<file path="config.mk">
export PLATFORM = sky130hd
export DESIGN_NAME = lift_sensor_conditioner
export DESIGN_NICKNAME = d
export VERILOG_FILES = /design/src/rtl/lift_pkg.sv /design/src/rtl/lift_debounce.sv /design/src/rtl/lift_sensor_conditioner.sv
export SDC_FILE = /design/constraint.sdc
export NUM_CORES = 1
export LEC_CHECK = 0
export ABC_AREA = 1
export BUFFER_PORTS_ARGS = -buffer_cell sky130_fd_sc_hd__buf_2
export CAP_MARGIN = 20
export CORE_ASPECT_RATIO = 1.4
export CORE_MARGIN = 10
export CORE_UTILIZATION = 40
export DETAILED_ROUTE_END_ITERATION = 16
export SYNTH_ARGS = -nofsm -noshare
export SYNTH_HDL_FRONTEND = slang
export SYNTH_SLANG_ARGS = --single-unit
</file>
<file path="constraint.sdc">
create_clock -name CLK -period 1.7 [get_ports CLK]
set_input_delay 0.34 -clock CLK [delete_from_list [all_inputs] [get_ports CLK]]
set_output_delay 0.34 -clock CLK [all_outputs]
set_load 0.005 [all_outputs]
</file>
<file path="src/rtl/lift_pkg.sv">
// lift_pkg
// Shared definitions for the lift sensor conditioner:
//   - deb_state_t : per-channel debounce FSM state
//   - DEF_DEBOUNCE_CYCLES, DEF_STUCK_CYCLES, DEF_REJ_W : parameter defaults
package lift_pkg;

    typedef enum logic [1:0] {
        IDLE      = 2'd0,
        ARMING    = 2'd1,
        HELD      = 2'd2,
        RELEASING = 2'd3
    } deb_state_t;

    localparam int DEF_DEBOUNCE_CYCLES = 3;
    localparam int DEF_STUCK_CYCLES    = 1000;
    localparam int DEF_REJ_W           = 8;

endpackage

</file>
<file path="src/rtl/lift_debounce.sv">
// lift_debounce
// One door-beam channel: 2-flop synchronizer followed by a debounce FSM that
// emits a single-cycle qual pulse per accepted press. A new press is only
// accepted after a fully debounced release.
// Optional stuck detection is built when LIFT_COND_STUCK_EN is defined.
// Ports:
//   clk, rst_n  : clock, asynchronous active-low reset
//   raw         : asynchronous raw beam level (active-high)
//   qual        : one-cycle pulse when a press is accepted (registered)
//   stuck       : channel held longer than STUCK_CYCLES (0 without the macro)
//   state_dbg   : current debounce state, for observation
module lift_debounce
    import lift_pkg::*;
#(
    parameter int DEBOUNCE_CYCLES = DEF_DEBOUNCE_CYCLES,
    parameter int STUCK_CYCLES    = DEF_STUCK_CYCLES
) (
    input  logic       clk,
    input  logic       rst_n,
    input  logic       raw,
    output logic       qual,
    output logic       stuck,
    output logic [1:0] state_dbg
);

    // Counter value that, when already reached, makes the current sample the
    // DEBOUNCE_CYCLES-th consecutive one.
    localparam logic [3:0] DEB_LAST = 4'(DEBOUNCE_CYCLES - 1);

    logic       sync1, sync2;
    deb_state_t state;
    logic [3:0] cnt;
    logic       qual_r;

    always_ff @(posedge clk or negedge rst_n) begin
        if (!rst_n) begin
            sync1  <= 1'b0;
            sync2  <= 1'b0;
            state  <= IDLE;
            cnt    <= 4'd0;
            qual_r <= 1'b0;
        end else begin
            sync1  <= raw;
            sync2  <= sync1;
            qual_r <= 1'b0;
            case (state)
                IDLE: begin
                    if (sync2) begin
                        if (DEBOUNCE_CYCLES == 1) begin
                            state  <= HELD;
                            qual_r <= 1'b1;
                        end else begin
                            state <= ARMING;
                            cnt   <= 4'd1;
                        end
                    end
                end
                ARMING: begin
                    if (!sync2) begin
                        state <= IDLE;
                    end else if (cnt == DEB_LAST) begin
                        state  <= HELD;
                        qual_r <= 1'b1;
                    end else begin
                        cnt <= cnt + 4'd1;
                    end
                end
                HELD: begin
                    if (!sync2) begin
                        if (DEBOUNCE_CYCLES == 1) begin
                            state <= IDLE;
                        end else begin
                            state <= RELEASING;
                            cnt   <= 4'd1;
                        end
                    end
                end
                RELEASING: begin
                    if (sync2) begin
                        state <= HELD;
                    end else if (cnt == DEB_LAST) begin
                        state <= IDLE;
                    end else begin
                        cnt <= cnt + 4'd1;
                    end
                end
                default: state <= IDLE;
            endcase
        end
    end

    assign state_dbg = state;

`ifdef LIFT_COND_STUCK_EN
    localparam int SW = $clog2(STUCK_CYCLES + 1);

    logic [SW-1:0] stuck_cnt;
    logic          stuck_r;

    // Counts HELD cycles; a short release dip (RELEASING) pauses rather than
    // restarts the count, since the beam never really cleared.
    always_ff @(posedge clk or negedge rst_n) begin
        if (!rst_n) begin
            stuck_cnt <= '0;
            stuck_r   <= 1'b0;
        end else if (state == IDLE) begin
            stuck_cnt <= '0;
            stuck_r   <= 1'b0;
        end else if (state == HELD && !stuck_r) begin
            if (stuck_cnt == SW'(STUCK_CYCLES - 1)) begin
                stuck_r <= 1'b1;
            end else begin
                stuck_cnt <= stuck_cnt + SW'(1);
            end
        end
    end

    assign stuck = stuck_r;
    assign qual  = qual_r & ~stuck_r;
`else
    assign stuck = 1'b0;
    assign qual  = qual_r;
`endif

endmodule

</file>
<file path="src/rtl/lift_sensor_conditioner.sv">
// lift_sensor_conditioner
// Front end of the lift occupancy counter: conditions the raw entry/exit beam
// levels into single-cycle SI/SO pulses, cancels simultaneous entry+exit,
// drops entries while FULL and exits while EMPTY, and counts the drops.
// Optional stuck detection: define LIFT_COND_STUCK_EN.
// Ports:
//   CLK, RST_N     : clock, asynchronous active-low reset
//   SI_RAW, SO_RAW : raw entry / exit beams (asynchronous, active-high)
//   FULL, EMPTY    : occupancy counter status (synchronous to CLK)
//   SI, SO         : one-cycle entry / exit pulses to the counter
//   PASS_P         : one-cycle pulse on a cancelled simultaneous entry+exit
//   REJECT_P       : one-cycle pulse when an event is dropped by FULL/EMPTY
//   REJ_CNT        : saturating reject count
//   STUCK          : {exit, entry} stuck flags (0 without the macro)
//   DBG_STATE      : {exit, entry} debounce FSM states, for observation
module lift_sensor_conditioner
    import lift_pkg::*;
#(
    parameter int DEBOUNCE_CYCLES = DEF_DEBOUNCE_CYCLES,
    parameter int STUCK_CYCLES    = DEF_STUCK_CYCLES,
    parameter int REJ_W           = DEF_REJ_W
) (
    input  logic             CLK,
    input  logic             RST_N,
    input  logic             SI_RAW,
    input  logic             SO_RAW,
    input  logic             FULL,
    input  logic             EMPTY,
    output logic             SI,
    output logic             SO,
    output logic             PASS_P,
    output logic             REJECT_P,
    output logic [REJ_W-1:0] REJ_CNT,
    output logic [1:0]       STUCK,
    output logic [3:0]       DBG_STATE
);

    logic       qual_in, qual_out;
    logic       stuck_in, stuck_out;
    logic [1:0] st_in, st_out;

    lift_debounce #(
        .DEBOUNCE_CYCLES(DEBOUNCE_CYCLES),
        .STUCK_CYCLES   (STUCK_CYCLES)
    ) u_entry (
        .clk      (CLK),
        .rst_n    (RST_N),
        .raw      (SI_RAW),
        .qual     (qual_in),
        .stuck    (stuck_in),
        .state_dbg(st_in)
    );

    lift_debounce #(
        .DEBOUNCE_CYCLES(DEBOUNCE_CYCLES),
        .STUCK_CYCLES   (STUCK_CYCLES)
    ) u_exit (
        .clk      (CLK),
        .rst_n    (RST_N),
        .raw      (SO_RAW),
        .qual     (qual_out),
        .stuck    (stuck_out),
        .state_dbg(st_out)
    );

    // Same-cycle quals cancel and are never treated as a reject.
    logic both_q, entry_only, exit_only, reject_now;

    assign both_q     = qual_in & qual_out;
    assign entry_only = qual_in & ~qual_out;
    assign exit_only  = qual_out & ~qual_in;
    assign reject_now = (entry_only & FULL) | (exit_only & EMPTY);

    always_ff @(posedge CLK or negedge RST_N) begin
        if (!RST_N) begin
            SI       <= 1'b0;
            SO       <= 1'b0;
            PASS_P   <= 1'b0;
            REJECT_P <= 1'b0;
            REJ_CNT  <= '0;
        end else begin
            SI       <= entry_only & ~FULL;
            SO       <= exit_only & ~EMPTY;
            PASS_P   <= both_q;
            REJECT_P <= reject_now;
            if (reject_now && (REJ_CNT != {REJ_W{1'b1}})) begin
                REJ_CNT <= REJ_CNT + REJ_W'(1);
            end
        end
    end

    assign STUCK     = {stuck_out, stuck_in};
    assign DBG_STATE = {st_out, st_in};

endmodule

</file>
Yosys cells after proc, flatten, opt, wreduce, memory -nomap -nowiden
Index checks and enable logic that the tools add are counted.
- register bits after elaboration: 30
- input bits: 6
- add/sub/neg operators: 3
- equality and inequality tests: 21
- muxes and demuxes: 32
- bitwise logic cells: 12
- reductions and logical operators: 7
- operators with widths (operator ; count):
    4-bit 2-to-1 mux ; 10
    4-bit one-hot mux with 4 select lines ; 2
    2-bit 2-to-1 mux ; 12
    2-bit one-hot mux with 4 select lines ; 2
    4-bit AND reduction ; 4
    4-bit by 1-bit adder with 4-bit output (second input constant) ; 2
    8-bit by 1-bit adder with 8-bit output (second input constant) ; 1
    2-bit equality test (second input constant) ; 4
    4-bit by 2-bit equality test with 1-bit output (second input constant) ; 2
    2-bit by 1-bit != test with 1-bit output (second input constant) ; 4
    2-bit != test (second input constant) ; 4
    8-bit != test (second input constant) ; 1
    1-bit AND ; 7
    1-bit 2-to-1 mux ; 6
    3-bit by 1-bit != test with 1-bit output (second input constant) ; 2
    3-bit != test (second input constant) ; 2
    2-bit by 1-bit equality test with 1-bit output (second input constant) ; 2
    2-bit zero test ; 2
    1-bit NOT ; 4
    1-bit logical AND ; 1
    1-bit bitwise OR ; 1

Depth between registers and ports, before layout
- depth in word-level cells: 5
- depth in mapped cells: 8

Hierarchy
Synthesis repeated with hierarchy kept, for this count alone.
- cells, all modules: 172
- area, all modules: 1460.2 sq um
- by module, submodules not included (module ; instances ; cells each ; area each (sq um) ; sequential area each (sq um)):
    lift_debounce ; 2 ; 45 ; 414.1 ; 225.2
    lift_sensor_conditioner ; 1 ; 82 ; 631.9 ; 300.3

Worst setup path before layout
No wires, ideal clock.
- path kind: reg-to-reg
- start: register REJ_CNT[0]
- end: register REJ_CNT[2]
- arrival: 1081 ps
- data required time: 1573 ps
- slack: 492 ps
- cell stages (with the launch flop): 8
- path buffers: 0
- cell sequence: dfrtp_1 ha_1 nand3_2 clkinv_2 nand2_4 nand2_8 nand2_1 o21ai_0
- cells in the longest elaborated chain, start to end: 2
- RTL lines (item ; line ; text):
    from (decl) ; lift_sensor_conditioner.sv:33 ; output logic [REJ_W-1:0] REJ_CNT,
    from (signal assigned) ; lift_sensor_conditioner.sv:87 ; REJ_CNT <= REJ_CNT + REJ_W'(1);
    parallel branches: the longest is 2 deep, another holds 8-bit by 1-bit adder with 8-bit output ; -- ;
Parallel ways; which one is timed is not known.
A chain may end at the register's enable or synchronous reset.

Worst setup path in the final report
- start: register REJ_CNT[0]
- end: register REJ_CNT[5]
Same word-level chain as after synthesis.

==> reports/metrics.csv <==
metric,value,unit
setup_tns,0,ns
Vias,1122,
post-cts resize count,0,
n_diodes,0,
fin area,1700,um^2
run status,completed,
Sw Ratio,32.7,%
hpwl dp,2050,um
GRT Util Overall,9.48,%
Comb power frac,24.4,%
initial antenna violation count,0,
maxcap violations,0,
minimum clock period,1.30,ns
CTS tree,built,
Synth Warn #,0,
vias in the first global route,1206,
post-CTS setup buffer count,0,
"Seq/Total Area, Yosys",51.8,%
Initial DRC Count,44,
WHS,0.0918,ns
synthesized area,1450,um^2
Post-DRT Antenna Nets,0,
"most common cell after layout, fill and taps aside",nand2_1,
num rows,25,
Critical Path RT,1.86,ns
DRC errors left,0,
fin util,49.5,%
Clk network pwr share,29.3,%
post-place instance area,1590,um^2
"Arr. time, crit path",1.46,ns
most frequent cells in the layout,"nand2_1 (64), dfrtp_1 (30), inv_1 (22), buf_2 (21), nor2_1 (11)",
Num CTS Buffers,5,
largest net degree at the start of global routing,31,
Reg power frac,46.3,%
# nets final,211,
P_leak,0.954,nW
io pins,24,
worst setup path endpoint,REJ_CNT[5]$_DFFE_PN0P_,
clk_lat worst skew,0.27,ns
cells on worst reg2reg path,8,
pwr/cell area,1320,nW/um^2
R2R Setup Slk,0.40,ns
synthesized instance count,173,
Pint,1.51,mW
Final setup viols,0,
worst slew pin tran,0.652,ns
CTS max path bufs,2,
per-cell routed wire length,11.0,um
Synth Register Bits,30,
"Most flops, register",REJ_CNT,
Core Region,3440,um^2
area grow syn2layout,17.5,%
Synth Area per Inst,8.38,um^2
Synth cell types,23,
H-tree depth,2,
Setup crit start kind,flop,
Setup Skew,0.00422,ns
total clock sinks,30,
Worst Setup SP,REJ_CNT[0]$_DFFE_PN0P_,
fraction of layout cells with a size suffix above 1,19.9,%
routed wire length,2660,um
Vias/cell,4.66,
Crit Path Class,reg -> reg,
critical path peak fanout,10,
grt ovf,0,
Detailed Routing Iterations Pass 1,4,
initial core utilization,42.1,%
clk root buf,clkbuf_8,
Die Wd,70.9,um
CP Capture Type,flop,
P_sw,0.734,mW
period utilization,76.5,%
chip height,91.2,um
worst hold-check path type,in -> async,
IO buf count,21,
first-pass GRT wire length,5040,um
RSZ-0062 raised after global routing,no,
Largest regs,"REJ_CNT x8, u_entry.cnt x4, u_exit.cnt x4",
gpl congestion,0.802,
Hold Buf Count CTS,0,
final hold violation count,0,
"Clk pin slew, worst setup/hold paths",0.06,ns
die footprint,6470,um^2
Largest register FFs,8,
Filler Cell Count,344,
relative slew slack,56.6,%
worst r2r src,REJ_CNT[0]$_DFFE_PN0P_,
maximum VDD drop,0.000951,V
Achievable Freq,769,MHz
fin. max-slew vios,0,
worst r2r dst,REJ_CNT[5]$_DFFE_PN0P_,
-- critical path, cell delays in order (launching register included) --
cell	delay, ns
dfrtp_1	0.42
ha_1	0.26
nand3_2	0.12
clkinv_2	0.08
nand2_4	0.06
nand2_8	0.09
inv_6	0.05
nand2_1	0.06
nand2_1	0.05
-- how the worst min path moves through the flow --
stage                                        from                 endpoint  depth (start not counted)
final                                       RST_N   REJ_CNT[2]$_DFFE_PN0P_                          1
after global routing                        RST_N   REJ_CNT[4]$_DFFE_PN0P_                          1
after CTS                                   RST_N   REJ_CNT[5]$_DFFE_PN0P_                          1
after detailed placement  u_entry.sync1$_DFF_PN0_  u_entry.sync2$_DFF_PN0_                          0
after global placement     u_exit.sync1$_DFF_PN0_   u_exit.sync2$_DFF_PN0_                          0
after floorplan                             RST_N         PASS_P$_DFF_PN0_                          0
-- Yosys cell counts --
| cell | n | area share (%) |
|---|---|---|
| nand2_1 | 64 | 17 |
| dfrtp_1 | 30 | 52 |
| inv_1 | 22 | 5.7 |
| nor2_1 | 11 | 2.8 |
| nand3_1 | 9 | 3.1 |
| o21ai_0 | 7 | 2.4 |
| ha_1 | 5 | 4.3 |
| xnor2_1 | 3 | 1.8 |
| a21oi_1 | 2 | 0.69 |
| buf_4 | 2 | 1.0 |
| nand2_2 | 2 | 0.86 |
| nand4_1 | 2 | 0.86 |
| nor3_1 | 2 | 0.69 |
| or2_2 | 2 | 0.86 |
| xor2_1 | 2 | 1.2 |
| clkinv_2 | 1 | 0.34 |
| conb_1 | 1 | 0.26 |
| inv_6 | 1 | 0.60 |
| nand2_4 | 1 | 0.78 |
| nand2_8 | 1 | 1.4 |
| nand3_2 | 1 | 0.69 |
| nor2_2 | 1 | 0.43 |
| nor2_4 | 1 | 0.78 |
-- cell type report --
class / count / area, um^2 / share of cell area [%]
well taps: 40 / 50.0 / 2.94
flip-flops and latches: 30 / 751 / 44.1
clock buffers: 8 / 110 / 6.46
repair buffers: 21 / 105 / 6.17
multi-input cells: 118 / 592 / 34.7
inverters: 24 / 96.3 / 5.65
-- power groups by stage --
| stage | clock network [mW] | logic [mW] | registers, mW |
|---|---|---|---|
| 6_report | 0.658 | 0.547 | 1.04 |
| 2_1_floorplan | 0 | 0.387 | 1.02 |
| 3_5_place_dp | 0 | 0.564 | 1.05 |
| 5_1_grt | 0.725 | 0.662 | 1.07 |
| 4_1_cts | 0.693 | 0.564 | 1.04 |
| 3_3_place_gp | 0 | 0.539 | 1.04 |
-- cells by family after synthesis --
group,Yosys count,share of synthesized area (%)
XOR/XNOR,5,3.02
adder cells (fa/ha/maj),5,4.31
AND/OR/NAND/NOR,97,29.9
flip-flops,30,51.8
other,1,0.259
AO/OA/AOI/OAI,9,3.11
buffers and inverters,26,7.68
-- metal layers --
metal	vias up	wire length, um	GRT usage [%]
li1	575	-	-
met1	521	1070	8.90
met2	22	1370	16.7
met3	4	184	4.36
met4	0	39	4.69
met5	-	0	0
-- stage by stage --
step / worst slack, ns / power [mW] / std cells
final: 0.400 / 2.24 / 241
after global routing: 0.230 / 2.46 / 241
after CTS: 0.382 / 2.30 / 241
after detailed placement: 0.393 / 1.61 / 233
after global placement: 0.423 / 1.58 / 233
after floorplan: 0.492 / 1.41 / 174
(Power assumes the default switching activity.)
